<file path="src/rtl/instr_pkg.sv">
// Shared instruction-set constants: opcodes, field positions and loader FSM states.
// The opcode constants are also used by the control decode.
package instr_pkg;

  localparam logic [4:0] OP_RTYPE = 5'd0;
  localparam logic [4:0] OP_J     = 5'd1;
  localparam logic [4:0] OP_BNE   = 5'd2;
  localparam logic [4:0] OP_JAL   = 5'd3;
  localparam logic [4:0] OP_JR    = 5'd4;
  localparam logic [4:0] OP_ADDI  = 5'd5;
  localparam logic [4:0] OP_BLT   = 5'd6;
  localparam logic [4:0] OP_SW    = 5'd7;
  localparam logic [4:0] OP_LW    = 5'd8;

  // Low bit of each field within the 32-bit instruction word
  localparam int OP_LSB     = 27;
  localparam int RD_LSB     = 22;
  localparam int RS_LSB     = 17;
  localparam int RT_LSB     = 12;
  localparam int SHAMT_LSB  = 7;
  localparam int ALUOP_LSB  = 2;
  localparam int IMM_LSB    = 0;
  localparam int TARGET_LSB = 0;

  typedef enum logic [1:0] {
    ST_IDLE  = 2'd0,
    ST_WRITE = 2'd1,
    ST_FULL  = 2'd2,
    ST_ERR   = 2'd3
  } state_t;

endpackage

</file>
<file path="src/rtl/instr_packer.sv">
// Combinational field-to-word packer for the R/I/JI/JII instruction formats.
// Bits not used by the selected format stay zero; unknown opcodes clear legal.
module instr_packer
  import instr_pkg::*;
(
  input  logic [4:0]  opcode,
  input  logic [4:0]  rd,
  input  logic [4:0]  rs,
  input  logic [4:0]  rt,
  input  logic [4:0]  shamt,
  input  logic [4:0]  aluop,
  input  logic [16:0] imm,
  input  logic [26:0] target,
  output logic [31:0] word,
  output logic        legal
);

  always_comb begin
    word  = '0;
    legal = 1'b1;
    word[OP_LSB +: 5] = opcode;
    case (opcode)
      OP_RTYPE: begin
        word[RD_LSB +: 5]    = rd;
        word[RS_LSB +: 5]    = rs;
        word[RT_LSB +: 5]    = rt;
        word[SHAMT_LSB +: 5] = shamt;
        word[ALUOP_LSB +: 5] = aluop;
      end
      OP_BNE, OP_ADDI, OP_BLT, OP_SW, OP_LW: begin
        word[RD_LSB +: 5]   = rd;
        word[RS_LSB +: 5]   = rs;
        word[IMM_LSB +: 17] = imm;
      end
      OP_J, OP_JAL: begin
        word[TARGET_LSB +: 27] = target;
      end
      OP_JR: begin
        word[RD_LSB +: 5] = rd;
      end
      default: begin
        word  = '0;
        legal = 1'b0;
      end
    endcase
  end

endmodule

</file>
<file path="src/rtl/instr_encode_loader.sv">
// Accepts decoded instruction fields, packs them into 32-bit words and writes
// them sequentially into instruction memory, one word per two cycles.
module instr_encode_loader
  import instr_pkg::*;
#(
  parameter int ADDR_WIDTH = 12
) (
  input  logic                  clock,
  input  logic                  reset_n,
  input  logic                  clear,
  input  logic                  req_valid,
  output logic                  req_ready,
  input  logic [4:0]            req_opcode,
  input  logic [4:0]            req_rd,
  input  logic [4:0]            req_rs,
  input  logic [4:0]            req_rt,
  input  logic [4:0]            req_shamt,
  input  logic [4:0]            req_aluop,
  input  logic [16:0]           req_imm,
  input  logic [26:0]           req_target,
  output logic                  imem_we,
  output logic [ADDR_WIDTH-1:0] imem_addr,
  output logic [31:0]           imem_data,
  output logic [ADDR_WIDTH:0]   count,
  output logic                  full,
  output logic                  err,
  output logic [4:0]            err_opcode
);

  localparam logic [ADDR_WIDTH-1:0] LAST_ADDR = {ADDR_WIDTH{1'b1}};

  state_t                  state_reg;
  logic                    we_reg;
  logic [ADDR_WIDTH-1:0]   addr_reg;
  logic [31:0]             data_reg;
  logic [ADDR_WIDTH:0]     count_reg;
  logic                    full_reg;
  logic                    err_reg;
  logic [4:0]              err_opcode_reg;

  logic [31:0]             packed_word;
  logic                    packed_legal;

  instr_packer u_packer (
    .opcode (req_opcode),
    .rd     (req_rd),
    .rs     (req_rs),
    .rt     (req_rt),
    .shamt  (req_shamt),
    .aluop  (req_aluop),
    .imm    (req_imm),
    .target (req_target),
    .word   (packed_word),
    .legal  (packed_legal)
  );

  assign req_ready = (state_reg == ST_IDLE) && !clear;

  always_ff @(posedge clock or negedge reset_n) begin
    if (!reset_n) begin
      state_reg      <= ST_IDLE;
      we_reg         <= 1'b0;
      addr_reg       <= '0;
      data_reg       <= '0;
      count_reg      <= '0;
      full_reg       <= 1'b0;
      err_reg        <= 1'b0;
      err_opcode_reg <= '0;
    end else if (clear) begin
      // imem_data is deliberately kept: it always reflects the last accepted word
      state_reg      <= ST_IDLE;
      we_reg         <= 1'b0;
      addr_reg       <= '0;
      count_reg      <= '0;
      full_reg       <= 1'b0;
      err_reg        <= 1'b0;
      err_opcode_reg <= '0;
    end else begin
      case (state_reg)
        ST_IDLE: begin
          if (req_valid) begin
            if (packed_legal) begin
              data_reg  <= packed_word;
              we_reg    <= 1'b1;
              state_reg <= ST_WRITE;
            end else begin
              err_reg        <= 1'b1;
              err_opcode_reg <= req_opcode;
              state_reg      <= ST_ERR;
            end
          end
        end
        ST_WRITE: begin
          we_reg    <= 1'b0;
          count_reg <= count_reg + 1'b1;
          if (addr_reg == LAST_ADDR) begin
            full_reg  <= 1'b1;
            state_reg <= ST_FULL;
          end else begin
            addr_reg  <= addr_reg + 1'b1;
            state_reg <= ST_IDLE;
          end
        end
        ST_FULL, ST_ERR: begin
          state_reg <= state_reg;
        end
        default: state_reg <= ST_IDLE;
      endcase
    end
  end

  // A clear arriving in the write cycle must suppress the strobe already on the wire
  assign imem_we    = we_reg && !clear;
  assign imem_addr  = addr_reg;
  assign imem_data  = data_reg;
  assign count      = count_reg;
  assign full       = full_reg;
  assign err        = err_reg;
  assign err_opcode = err_opcode_reg;

endmodule

</file>
<file path="config.mk">
export PLATFORM = sky130hd
export DESIGN_NAME = instr_encode_loader
export DESIGN_NICKNAME = d
export VERILOG_FILES = /design/src/rtl/instr_pkg.sv /design/src/rtl/instr_packer.sv /design/src/rtl/instr_encode_loader.sv
export SDC_FILE = /design/constraint.sdc
export NUM_CORES = 1
export LEC_CHECK = 0
export ABC_AREA = 1
export ABC_CLOCK_PERIOD_IN_PS = 1800
export CAP_MARGIN = 10
export CORE_AREA = 5 5 102 104
export DETAILED_ROUTE_END_ITERATION = 10
export DIE_AREA = 0 0 107 109
export GPL_ROUTABILITY_DRIVEN = 0
export PLACE_DENSITY = 0.73
export SYNTH_ARGS = -nofsm -noshare
export SYNTH_HDL_FRONTEND = slang
export SYNTH_SLANG_ARGS = --single-unit
</file>
<file path="constraint.sdc">
create_clock -name clock -period 1.8 [get_ports clock]
set_input_delay 0.54 -clock clock [delete_from_list [all_inputs] [get_ports clock]]
set_output_delay 0.54 -clock clock [all_outputs]
set_load 0.005 [all_outputs]
</file>
Word-level counts from Yosys, hierarchy flattened:

Index checks and enable logic that the tools add are counted.

* flip-flop bits (word level): 67
* input port bits: 78
* logic and storage cells: 79

* add/sub/neg operators: 2
* equal/unequal tests: 17
* muxes and demuxes: 30
* bitwise gates (word level): 1
* reduce and logical (&&, ||, !) cells: 21

Operators with widths (number)
* case mux 20 bit (3 select lines): 1
* 2-to-1 mux 12 bit: 3
* 2-to-1 mux 13 bit: 2
* 2-to-1 mux 5 bit: 5
* equality test 5 x 3 -> 1 bit (second input constant): 4
* adder 13 x 1 -> 13 bit (second input constant): 1
* adder 12 x 1 -> 12 bit (second input constant): 1
* equality test 12 bit (second input constant): 1
* 2-to-1 mux 1 bit: 11
* equality test 5 x 2 -> 1 bit (second input constant): 2
* case mux 5 bit (2 select lines): 1
* OR reduction 9 bit: 1
* 2-to-1 mux 2 bit: 4
* case mux 2 bit (2 select lines): 2
* nonzero test 2 bit: 4
* OR reduction 7 bit: 1
* inequality test 2 bit (second input constant): 3
* inequality test 3 bit (second input constant): 2
* AND reduction 2 bit: 3
* AND reduction 3 bit: 2
* equality test 5 x 1 -> 1 bit (second input constant): 1
* equality test 5 x 4 -> 1 bit (second input constant): 1
* zero test 5 bit: 1
* OR reduction 5 bit: 1
* 10 further kinds: 13

Depth between registers and ports, before layout:

* word-level depth: 7
* depth in mapped cells: 11
* depth with buffers taken out: 10

Cells and area by module:

A second synthesis with hierarchy kept.

* cell total of the unflattened synthesis: 517
* area, all modules: 3881.2 um^2

Modules (own cells, without submodules)
* instr_encode_loader: instances 1, cells each 389, area each 3284.4 um^2, seq. area each 1676.6 um^2
* instr_packer: instances 1, cells each 128, area each 596.8 um^2, seq. area each 0.0 um^2

Least setup slack after synthesis:

OpenSTA, ideal clock, no wires.

* path kind: input-to-output
* start: in clear
* end: out imem_we
* arrival time: 1067 ps
* setup slack: 193 ps
* stages on the path: 3
* buffers on the path: 2
* cell sequence: buf_2 > buf_1 > nor2_1

* longest elaborated chain between the ends: 2

RTL lines
* start: declaration: line instr_encode_loader.sv:10 `input logic clear,`
* zero test 1 bit: line instr_encode_loader.sv:113 `assign imem_we = we_reg && !clear;`
* logical AND 1 bit: line instr_encode_loader.sv:113
* end: declaration: line instr_encode_loader.sv:21 `output logic imem_we,`

No other way between the ends.

Worst setup path in the final report:

* start: reg err_opcode_reg[3], in the netlist err_opcode[3]
* end: out err_opcode[3]

RTL lines
* start: declaration: line instr_encode_loader.sv:39 `logic [4:0] err_opcode_reg;`
* start signal: assignment: line instr_encode_loader.sv:88 `err_opcode_reg <= req_opcode;`
* end: declaration: line instr_encode_loader.sv:27 `output logic [4:0] err_opcode`

No word-level cell between the ends.

==> metrics.md <==
| Metric | Value |
|---|---|
| Fin. Hold Viols | `0` |
| Routed vias | `4,127` |
| ANT nets after route | `0` |
| Synth top area cells | `dfrtp_1 (46%), nand2_1 (23%), nand3_1 (4.5%)` |
| Root buf cell | `clkbuf_8` |
| Max incr delay on CP | `510 ps` |
| PwrDens | `slightly above 700 nW/um^2` |
| Core Box Area | `~9500 sq um` |
| Hold Buf Count CTS | `0` |
| Post-synthesis sequential area ratio | `0.459` |
| Total track usage | `0.198` |
| CP top delay family | `buffers and inverters` |
| DP HPWL | `8330 um` |
| Row cnt | `36` |
| Initial Util | `0.387` |
| Hold_ws | `roughly 190 ps` |
| Netlist cell types | `29` |
| R2r worst-path depth | `8` |
| Minimum clock period | `roughly 1800 ps` |
| Flops & latches, synth | `67` |
| Largest register FFs | `32` |
| Crit Path Category | `flip-flop to primary output` |
| Ratio of final minimum period to clock period | `0.982` |
| Slowest-stage cell, CP | `clkdlybuf4s50_1` |
| Max frequency | `between 0.5 and 0.6 GHz` |
| Die area | `between 10,000 and 15,000 sq um` |
| IO Pins | `~140` |
| # diodes | `0` |
| Most frequent cells in the layout | `nand2_1 (225), clkdlybuf4s50_1 (97), dfrtp_1 (62), buf_4 (56), nor2_1 (39)` |
| Yosys warning count | `0` |
| R2R setup slack | `150 ps` |
| Max IR drop VDD | `roughly 0.34 mV` |
| Largest net degree at the start of global routing | `68` |
| Die span in x | `between 100 and 150 um` |
| Drt via density | `a little under 5` |
| Filler cells | `just over 800` |
| Initial antenna violation count | `0` |
| Worst Setup SP | `err_opcode[3]$_DFFE_PN0P_` |
| Area of the mapped netlist | `about 3700 sq um` |
| Final Slew Violations | `0` |
| Reg2reg end | `imem_addr[0]$_DFFE_PN0P_` |
| Per-cell routed wire length | `approximately 14 um` |
| Worst EP required | `1260 ps` |
| Clock transition at path regs | `about 80 ps` |
| Overflow after GRT | `0` |
| LEAKAGE | `approximately 3.5 nW` |
| Setup crit end | `err_opcode[3]` |
| MaxCap Viol Count | `0` |
| Drt drc | `0` |
| Syn Inst Count | `a little over 500` |
| CP arrival | `around 1200 ps` |
| CTS tree | `yes` |
| Most area-hungry cell type in the Yosys netlist | `dfrtp_1` |
| Initial drt markers | `roughly 180` |
| Mean Syn Cell Area | `slightly above 7 sq um` |
| Drt first pass iters | `5` |
| Worst min path class | `input port to async pin` |
| Crit. path cell count | `1` |
| Total power | `4.26 mW` |
| Post-synth net total | `591` |
| Syn-to-layout area delta | `64.4%` |
| # H-tree levels | `3` |
| Skew-Pair Late Insertion Delay | `340 ps` |
| Setup crit start kind | `flip-flop` |
| Layout cell share with drive strength beyond 1 | `0.148` |
| Die Ht | `109 um` |
| Setup-failing EPs final | `0` |
| Crit. End Element | `primary output` |
| Top-area cell type share of the netlist area | `0.459` |
| Number of global-route vias before repair | `3,940` |
| First-pass GRT wire length | `roughly 18,000 um` |
| Status | `finished clean` |
| Clock buffer depth | `2` |
| CP max FO | `2` |
| Slew headroom | `0.745` |
| Slew at the pin closest to its max-slew limit | `roughly 380 ps` |
| Port Buf Inserts | `roughly 140` |
| Drt total wl | `between 10,000 and 15,000 um` |
| Fin nets | `793` |
| Clk sinks | `67` |
| Crit-path cells | `clkdlybuf4s50_1` |
| Worst clock skew | `roughly 7 ps` |
| Most common cell after layout, fill and taps aside | `nand2_1` |
| Num CTS Buffers | `9` |
| Reg-to-Reg Start | `imem_addr[0]$_DFFE_PN0P_` |
| Worst Path Buf+Inv | `1` |
==> power breakdown <==
part | total [mW] | internal, mW | leakage [nW] | switching [mW]
registers | 1.83 | 1.71 | 0.902 | 0.119
logic | 1.17 | 0.672 | 2.49 | 0.494
clock network | 1.26 | 0.677 | 0.0926 | 0.586
total | 4.26 | 3.06 | 3.49 | 1.20
==> metrics by stage <==
stage / cell area (sq um) / setup WS [ps] / instances / utilization / TNS, ps
floorplan: 3660 / 193 / 511 / - / 0
global placement: 5430 / -503 / 782 / 0.574 / -19110
detailed placement: 5430 / -510 / 782 / 0.574 / -22320
CTS: 5820 / 1.94 / 823 / 0.616 / 0
global route: 6010 / -0.795 / 832 / 0.635 / -0.795
finish: 6010 / 32.7 / 832 / 0.635 / 0
==> repair_timing <==
action,in CTS,in global routing
gates resized for setup,22,43
endpoints found under the setup margin,65,84
pin swaps,3,2
buffers inserted,25,8
cloned,0,1
==> cells by family after synthesis <==
kind of cell    Yosys count  share of synthesized area
compound gates           49                     0.0787
xor+xnor                  5                     0.0120
fa+ha+maj                 2                    0.00684
buf+inv                  52                     0.0637
flops                    67                      0.459
simple gates            336                      0.380
==> metal layers <==
metal / track usage / wire length [um] / up-vias / part of all wire
li1: - / - / 2057 / -
met1: 0.230 / 4490 / 1869 / 0.39
met2: 0.330 / 5560 / 181 / 0.48
met3: 0.0847 / 1290 / 20 / 0.11
met4: 0.0648 / 181 / 0 / 0.016
met5: 0 / 0 / - / 0
==> area by class of cell <==
cell class | instances | area, sq um | area share
Tap cell | 114 | 143 | 0.0237
Timing Repair Buffer | 206 | 2070 | 0.344
Multi-Input combinational cell | 392 | 1780 | 0.296
Clock inverter | 4 | 50.0 | 0.00833
Inverter | 37 | 146 | 0.0244
Sequential cell | 67 | 1680 | 0.280
Clock buffer | 12 | 145 | 0.0241
==> cells in the mapped netlist, drive strengths merged <==
cell type	number
dfrtp	67
o21ai	21
nor2	45
o31ai	2
xor2	5
clkinv	1
inv	36
nand2	228
clkbuf	4
nor3	11
buf	11
nand3	34
a22oi	15
and3	2
a21oi	11
or2	1
ha	2
nand4	15
==> worst min path at each step <==
stage	endpoint	cells past startpoint	startpoint
2_1_floorplan	count[0]$_DFFE_PN0N_	0	reset_n
3_3_place_gp	we_reg$_DFFE_PN0P_	2	we_reg$_DFFE_PN0P_
3_5_place_dp	we_reg$_DFFE_PN0P_	2	we_reg$_DFFE_PN0P_
4_1_cts	imem_addr[9]$_DFFE_PN0P_	2	reset_n
5_1_grt	imem_addr[9]$_DFFE_PN0P_	2	reset_n
6_report	imem_addr[9]$_DFFE_PN0P_	2	reset_n
Power figures use the tool's default switching activity.
